## src/rtl/operand2_sequencer_if.sv

```systemverilog
// Bus bundle for operand2_sequencer.
//   Instruction handshake : in_valid, in_ready, instr
//   Register-file read    : rf_re, rf_addr, rf_data (combinational read data)
//   Shifter operands      : out_valid, out_ready, shift_type, shift_num,
//                           not_shift, x, rrx
// Modport slave is the sequencer's view.
// Modport master is the surrounding environment's view: it feeds
// instructions, returns register data and consumes operands.
interface operand2_sequencer_if;
    logic        in_valid;
    logic        in_ready;
    logic [31:0] instr;
    logic        rf_re;
    logic [3:0]  rf_addr;
    logic [31:0] rf_data;
    logic        out_valid;
    logic        out_ready;
    logic [1:0]  shift_type;
    logic [7:0]  shift_num;
    logic        not_shift;
    logic [31:0] x;
    logic        rrx;

    modport slave (
        input  in_valid, instr, rf_data, out_ready,
        output in_ready, rf_re, rf_addr, out_valid,
               shift_type, shift_num, not_shift, x, rrx
    );

    modport master (
        output in_valid, instr, rf_data, out_ready,
        input  in_ready, rf_re, rf_addr, out_valid,
               shift_type, shift_num, not_shift, x, rrx
    );
endinterface

```

## src/rtl/operand2_sequencer.sv

```systemverilog
// operand2_sequencer: turns the operand2 field of a data-processing
// instruction into shifter operands.
//   - Immediate form (I=1): 8-bit value rotated right by 2*rot.
//   - Immediate shift (I=0, bit4=0): reads Rm, then the shift amount
//     comes from the instruction.
//   - Register shift (I=0, bit4=1): reads Rm, then reads Rs for the
//     amount.
// Ports:
//   clk     : rising-edge clock
//   reset_n : asynchronous active-low reset
//   bus     : operand2_sequencer_if.slave (instruction handshake,
//             register-file read port, shifter operand handshake)
// All operand outputs, rf_re and rf_addr are registered. in_ready is
// combinational because it must follow out_ready while in OUT. That
// allows a new instruction to be accepted in the same cycle the
// downstream stage consumes the current operands.
module operand2_sequencer (
    input  logic                  clk,
    input  logic                  reset_n,
    operand2_sequencer_if.slave   bus
);
    typedef enum logic [1:0] {
        IDLE    = 2'd0,
        READ_RM = 2'd1,
        READ_RS = 2'd2,
        OUT     = 2'd3
    } state_t;

    state_t      state_r;
    logic [11:0] op2_r;          // latched operand2 field of the instruction
    logic        out_valid_r;
    logic        rf_re_r;
    logic [3:0]  rf_addr_r;
    logic [1:0]  shift_type_r;
    logic [7:0]  shift_num_r;
    logic        not_shift_r;
    logic        rrx_r;
    logic [31:0] x_r;

    logic        in_ready_s;
    logic        accept_s;
    logic [7:0]  imm_num_s;
    logic        imm_not_shift_s;
    logic        imm_rrx_s;

    // Ready when idle, or when the operands on display leave this cycle.
    always_comb begin
        in_ready_s = 1'b0;
        if (state_r == IDLE) begin
            in_ready_s = 1'b1;
        end else if (state_r == OUT) begin
            in_ready_s = bus.out_ready;
        end else begin
            in_ready_s = 1'b0;
        end
    end

    assign accept_s = bus.in_valid && in_ready_s;

    // Decode the shift-by-immediate special encodings of the latched operand2.
    // An amount of zero means: LSL -> no shift, LSR/ASR -> 32, ROR -> RRX.
    always_comb begin
        imm_num_s       = {3'b000, op2_r[11:7]};
        imm_not_shift_s = 1'b0;
        imm_rrx_s       = 1'b0;
        if (op2_r[11:7] == 5'd0) begin
            case (op2_r[6:5])
                2'b00: imm_not_shift_s = 1'b1;
                2'b01,
                2'b10: imm_num_s = 8'd32;
                2'b11: begin
                    imm_rrx_s       = 1'b1;
                    imm_not_shift_s = 1'b1;
                end
                default: imm_num_s = 8'd0;
            endcase
        end else begin
            imm_num_s = {3'b000, op2_r[11:7]};
        end
    end

    // Sequencer FSM with registered operand, strobe and address outputs.
    always_ff @(posedge clk or negedge reset_n) begin
        if (!reset_n) begin
            state_r      <= IDLE;
            op2_r        <= 12'd0;
            out_valid_r  <= 1'b0;
            rf_re_r      <= 1'b0;
            rf_addr_r    <= 4'd0;
            shift_type_r <= 2'd0;
            shift_num_r  <= 8'd0;
            not_shift_r  <= 1'b0;
            rrx_r        <= 1'b0;
            x_r          <= 32'd0;
        end else if (accept_s) begin
            // Accept in IDLE or in OUT with out_ready: no bubble either way.
            op2_r <= bus.instr[11:0];
            if (bus.instr[25]) begin
                state_r      <= OUT;
                out_valid_r  <= 1'b1;
                rf_re_r      <= 1'b0;
                rf_addr_r    <= 4'd0;
                x_r          <= {24'd0, bus.instr[7:0]};
                shift_type_r <= 2'b11;
                shift_num_r  <= {3'b000, bus.instr[11:8], 1'b0};
                not_shift_r  <= (bus.instr[11:8] == 4'd0);
                rrx_r        <= 1'b0;
            end else begin
                // The Rm read is issued in the cycle the FSM sits in READ_RM.
                state_r     <= READ_RM;
                out_valid_r <= 1'b0;
                rf_re_r     <= 1'b1;
                rf_addr_r   <= bus.instr[3:0];
            end
        end else begin
            case (state_r)
                IDLE: begin
                    state_r     <= IDLE;
                    out_valid_r <= 1'b0;
                end
                READ_RM: begin
                    x_r          <= bus.rf_data;
                    shift_type_r <= op2_r[6:5];
                    if (op2_r[4]) begin
                        state_r   <= READ_RS;
                        rf_re_r   <= 1'b1;
                        rf_addr_r <= op2_r[11:8];
                    end else begin
                        state_r     <= OUT;
                        out_valid_r <= 1'b1;
                        rf_re_r     <= 1'b0;
                        rf_addr_r   <= 4'd0;
                        shift_num_r <= imm_num_s;
                        not_shift_r <= imm_not_shift_s;
                        rrx_r       <= imm_rrx_s;
                    end
                end
                READ_RS: begin
                    state_r     <= OUT;
                    out_valid_r <= 1'b1;
                    rf_re_r     <= 1'b0;
                    rf_addr_r   <= 4'd0;
                    shift_num_r <= bus.rf_data[7:0];
                    not_shift_r <= (bus.rf_data[7:0] == 8'd0);
                    rrx_r       <= 1'b0;
                end
                OUT: begin
                    // Operands hold; only the valid flag drops once consumed.
                    if (bus.out_ready) begin
                        state_r     <= IDLE;
                        out_valid_r <= 1'b0;
                    end else begin
                        state_r     <= OUT;
                        out_valid_r <= 1'b1;
                    end
                end
                default: begin
                    state_r     <= IDLE;
                    out_valid_r <= 1'b0;
                    rf_re_r     <= 1'b0;
                    rf_addr_r   <= 4'd0;
                end
            endcase
        end
    end

    assign bus.in_ready   = in_ready_s;
    assign bus.out_valid  = out_valid_r;
    assign bus.rf_re      = rf_re_r;
    assign bus.rf_addr    = rf_addr_r;
    assign bus.shift_type = shift_type_r;
    assign bus.shift_num  = shift_num_r;
    assign bus.not_shift  = not_shift_r;
    assign bus.rrx        = rrx_r;
    assign bus.x          = x_r;
endmodule

```

## src/flat_wrapper.sv

```systemverilog
// flat-port wrapper written by rule: the top's interface ports become plain ports
module operand2_sequencer_flat 
  (clk, reset_n, bus_in_valid, bus_instr, bus_rf_data, bus_out_ready, bus_in_ready, bus_rf_re, bus_rf_addr, bus_out_valid, bus_shift_type, bus_shift_num, bus_not_shift, bus_x, bus_rrx);
  operand2_sequencer_if bus_i ();
  input  logic clk;
  input  logic reset_n;
  input wire logic [$bits(bus_i.in_valid)-1:0] bus_in_valid;
  input wire logic [$bits(bus_i.instr)-1:0] bus_instr;
  input wire logic [$bits(bus_i.rf_data)-1:0] bus_rf_data;
  input wire logic [$bits(bus_i.out_ready)-1:0] bus_out_ready;
  output wire logic [$bits(bus_i.in_ready)-1:0] bus_in_ready;
  output wire logic [$bits(bus_i.rf_re)-1:0] bus_rf_re;
  output wire logic [$bits(bus_i.rf_addr)-1:0] bus_rf_addr;
  output wire logic [$bits(bus_i.out_valid)-1:0] bus_out_valid;
  output wire logic [$bits(bus_i.shift_type)-1:0] bus_shift_type;
  output wire logic [$bits(bus_i.shift_num)-1:0] bus_shift_num;
  output wire logic [$bits(bus_i.not_shift)-1:0] bus_not_shift;
  output wire logic [$bits(bus_i.x)-1:0] bus_x;
  output wire logic [$bits(bus_i.rrx)-1:0] bus_rrx;
  assign bus_i.in_valid = bus_in_valid;
  assign bus_i.instr = bus_instr;
  assign bus_i.rf_data = bus_rf_data;
  assign bus_i.out_ready = bus_out_ready;
  assign bus_in_ready = bus_i.in_ready;
  assign bus_rf_re = bus_i.rf_re;
  assign bus_rf_addr = bus_i.rf_addr;
  assign bus_out_valid = bus_i.out_valid;
  assign bus_shift_type = bus_i.shift_type;
  assign bus_shift_num = bus_i.shift_num;
  assign bus_not_shift = bus_i.not_shift;
  assign bus_x = bus_i.x;
  assign bus_rrx = bus_i.rrx;
  operand2_sequencer u_core (.clk(clk), .reset_n(reset_n), .bus(bus_i));
endmodule
```

## config.mk

```make
export PLATFORM = sky130hd
export DESIGN_NAME = operand2_sequencer_flat
export DESIGN_NICKNAME = d
export VERILOG_FILES = /design/src/rtl/operand2_sequencer_if.sv /design/src/rtl/operand2_sequencer.sv /design/src/flat_wrapper.sv
export SDC_FILE = /design/constraint.sdc
export NUM_CORES = 1
export LEC_CHECK = 0
export CAP_MARGIN = 20
export CORE_ASPECT_RATIO = 1.25
export CORE_UTILIZATION = 35
export CTS_BUF_LIST = sky130_fd_sc_hd__clkbuf_2
export DETAILED_ROUTE_END_ITERATION = 16
export PLACE_DENSITY = 0.79
export SYNTH_ARGS = -nofsm -noshare
export SYNTH_HDL_FRONTEND = slang
export SYNTH_SLANG_ARGS = --single-unit
```

## constraint.sdc

```tcl
create_clock -name clk -period 2.1 [get_ports clk]
set_input_delay 0.42 -clock clk [delete_from_list [all_inputs] [get_ports clk]]
set_output_delay 0.42 -clock clk [all_outputs]
set_load 0.02 [all_outputs]
```

==> summary by stage <==
Status
The flow ran to the end, and the final reports show no timing, DRC or antenna violations.

Synthesis
The area fraction in compound gates after synthesis is 11.3%. Summed over all instances, the cell type with the most area after synthesis is dfrtp_1. The post-synth design cell area is 2740 um2.

The dominant combinational cell family by area after synthesis is simple AND/OR/NAND/NOR gates. Synthesis inferred 60 register bits. The synthesized netlist devotes 2.29% of its cell area to adder and majority cells. The unique cell type count in the Yosys netlist is 34. The xor/xnor cell area share of the yosys netlist is 0%. The fraction of the yosys area taken by sequential cells is 54.8%. The number of flops mapped to enable cells by yosys is 0.

Sorting the synthesized cells by area gives the leading types as dfrtp_1 55%, nand2_1 11%, nand3_1 5.7%. Measured against the total synthesized area, the mux share comes to 5.03%. During synthesis, Yosys emitted a total of 0 warnings. The share of synthesized registers carrying an async set or reset is 100%. The cell with the most instances after synthesis is nand2_1. The predominant post-synthesis flop cell is dfrtp_1.

The post-synth net total is 362. Synthesis produced a netlist whose cell count is 289. The average size of a mapped cell is 9.47 um2. Sorting the synthesized cells by how often they occur yields 79 x nand2_1, 60 x dfrtp_1, 31 x nand3_1.

The synthesized netlist devotes 23.0% of its cell area to simple gates. The proportion of netlist area held by the largest area contributor is 54.8%.

Routing
Using the TritonRoute via totals, the vias-per-cell ratio works out to 5.10. The first detailed-routing pass ran for 4 iterations. The total routed wirelength is 7820 um. The mean routed wirelength per cell is 15.5 um. The count of nets left with antenna violations once routing finished came out at 0.

The routed layout has 2568 vias. In the routed design, unresolved DRC markers number 0. In this run, the number of DRC markers left after iteration 0 of detailed routing was 166.

Worst setup path
STA puts the critical path data arrival time at 1.55 ns. Walking the worst path, the cells encountered are inv_1 > ha_2 > a21oi_4 > inv_4 > buf_2. The worst register-to-register path begins at u_core.state_r[1]. For the worst setup path, the data required time is 1.68 ns.

The capturing instance or port of the critical path is bus_in_ready. The largest driver fanout on the critical path is 4. The worst setup path is of the reg -> out kind. The number of cells on the worst reg-to-reg path is 8.

The internal reg-to-reg setup slack is 0.18 ns. The nature of the critical path startpoint is a flop. The cell with the largest stage delay on the worst path is dfrtp_1.

The endpoint identified for the worst register-to-register timing path is u_core.bus.shift_num[2]. The largest stage delay on the critical path is 0.41 ns. STA classifies the critical path endpoint as an output pin. The most critical setup path has its startpoint at u_core.state_r[1].

Timing
The worst slack on hold paths is 0.362 ns. Setup repair after global routing left no endpoint under its margin. The count of final setup violators is 0. The worst-margin pin slew is 0.468 ns. The worst path uses 93.8% of the clock period. The final critical path time including I/O delays and setup is 1.97 ns.

The count of pins over their slew limit is 0. Measured against its own limit, the worst slew margin works out to 68.8%. The number of hold-slack violations in the final timing report is 0. The final critical-path setup slack is 0.130 ns. Between clock sinks in the finished design, the worst skew comes to 0.0395 ns.

The total negative slack for setup checks is 0 ns. Timing would allow up to 0.508 GHz.

Die
The starting utilization of the core area is 36.6%. 119 I/O pins were placed. In this run the core area contains 35 standard-cell rows.

The region available for standard cell placement spans 7490 um2. From left edge to right edge, the die measures 81.1 um. The die height is 101 um. The floorplan step defined a die boundary enclosing 8180 um2.

Cells and area
0 antenna diodes ended up in the layout. Counting the fill cells in the layout gives 664. At the end of the flow, the number of nets in the layout was 480.

The area growth from synthesis to layout is 51.4%. The footprint of the multi-input gates is 1150 um2. The sequential cells in the finished layout cover a total of 1500 um2.

The share of layout cells above drive strength 1 is 13.3%.

Clocking
CTS built an H-tree with a depth of 3. TritonCTS created 9 clock buffers. Clock latency on the worst-skew pair, taken at its later pin, is 0.51 ns.

The clock slew seen by the registers of the worst setup and hold paths is 0.19 ns. The CTS tree is done. The tree built by TritonCTS fans out to 60 sinks. No sink is reached through more buffers than the 2 on the longest clock path. The tree is rooted in a clkbuf_2.

Place
At the end of routability-driven placement, the weighted congestion stood at 0.893. The placement-stage worst setup slack is -0.0468 ns. The count of buffers from port buffering is 99. The sum of net half-perimeters after detailed placement is 5630 um.

Power
The areal power density over the cells is 1600 nW/um2. Net switching is 42.0% of the power. IR analysis of the VDD net gives a maximum drop of 0.000871 V. The internal power of the cells totals 0.00385 W.

Summed over all cells, the static leakage comes to 1.87 nW. Registers are responsible for 30.0% of the overall power. In this run the power spent charging and discharging nets is 0.00279 W. Combinational logic burns 56.9% of the power.

Per report_power, the clock group accounts for 13.2% of the total.

Global routing
Across every metal layer, demand over resource in global routing totals 20.4%. The largest net degree at the start of global routing is 35. The number of antenna violations at the first check in global routing is 0. The first global-routing pass estimated 12400 um of wire.

The number of global-route vias before repair is 2537. After global routing the overflow that remains totals 0.

Job
Across the run, the number of max-cap violations was 0.

Min path
The tightest min-delay check is of the in -> async type.
[cells by family (layout without fill, tap and decap cells)]
| kind of cell | after synthesis | in the layout |
|---|---|---|
| multiplexers | 13 | 13 |
| flip-flops | 60 | 60 |
| adder cells (fa/ha/maj) | 5 | 5 |
| AO/OA/AOI/OAI | 45 | 45 |
| AND/OR/NAND/NOR | 144 | 144 |
| buffers and inverters | 22 | 145 |
[state kept, by name, indices dropped and copies added, names as in the netlist]
| signal | count |
|---|---|
| u_core.bus.x | 32 |
| u_core.bus.shift_num | 8 |
| u_core.op2_r | 8 |
| u_core.bus.rf_addr | 4 |
| u_core.bus.shift_type | 2 |
| u_core.state_r | 2 |
| u_core.bus.not_shift | 1 |
| u_core.bus.out_valid | 1 |
| u_core.bus.rf_re | 1 |
| u_core.bus.rrx | 1 |
[layer usage]
| layer | share of wire, % | track usage (%) |
|---|---|---|
| met1 | 41 | 25.2 |
| met2 | 50 | 32.0 |
| met3 | 6.0 | 5.52 |
| met4 | 2.8 | 11.3 |
| met5 | 0 | 0 |
[area by class of cell]
class	count	share of cell area, %
Sequential cell	60	36.2
Timing Repair Buffer	121	28.9
Multi-Input combinational cell	207	27.8
Tap cell	92	2.78
Clock inverter	7	2.42
Clock buffer	9	1.09
Inverter	8	0.785
[cells in the final DEF (no fill, tap or decap), types with 3 or more instances in the layout]
cell,n
clkdlybuf4s50_1,97
nor3_1,10
clkinv_4,3
a22oi_1,4
mux2_2,6
buf_4,17
inv_1,7
nand3_1,31
mux2i_1,7
dfrtp_1,60
o22ai_1,9
clkbuf_2,9
ha_1,3
a21oi_1,3
o21ai_1,5
nor4_1,3
nor2_1,14
buf_12,4
nand2_1,79
o21ai_0,11
[critical path, delay by kind of cell (launching register included)]
family / cells / cell delay, ns
DFF: 1 / 0.41
buffers and inverters: 3 / 0.28
adders and majority gates: 1 / 0.21
AOI/OAI and AO/OA: 1 / 0.15
[power by group through the flow]
stage	registers [W]	clock network, W	logic, W
after floorplan	0.00245	0	0.00161
final	0.00199	0.000875	0.00378
after detailed placement	0.00201	0	0.00373
after global placement	0.00199	0	0.00364
after CTS	0.00198	0.000901	0.00379
after global routing	0.00204	0.000955	0.00410
[worst min path at each step]
stage,startpoint,end,cells past startpoint
4_1_cts,reset_n,u_core.bus.shift_num[7],2
3_5_place_dp,reset_n,u_core.bus.shift_num[1],1
2_1_floorplan,reset_n,u_core.bus.not_shift,0
5_1_grt,reset_n,u_core.bus.shift_num[1],2
6_report,reset_n,u_core.bus.shift_num[7],2
3_3_place_gp,reset_n,u_core.bus.shift_num[7],1
[stage by stage]
| stage | util, % | std cells | power (W) | cell area (um2) |
|---|---|---|---|---|
| after floorplan | - | 289 | 0.00406 | 2740 |
| after global placement | 52.9 | 484 | 0.00563 | 3960 |
| after detailed placement | 52.9 | 484 | 0.00574 | 3960 |
| after CTS | 55.3 | 504 | 0.00667 | 4140 |
| after global routing | 55.3 | 504 | 0.00710 | 4140 |
| final | 55.3 | 504 | 0.00664 | 4140 |
[timing repair]
item,CTS,global route
gates resized for setup,6,1
endpoints found under the hold margin,14,0
hold buffers,1,0
pin swaps,0,0
setup buffers,3,0
endpoints found under the setup margin,1,9
Power figures use the tool's default switching activity.
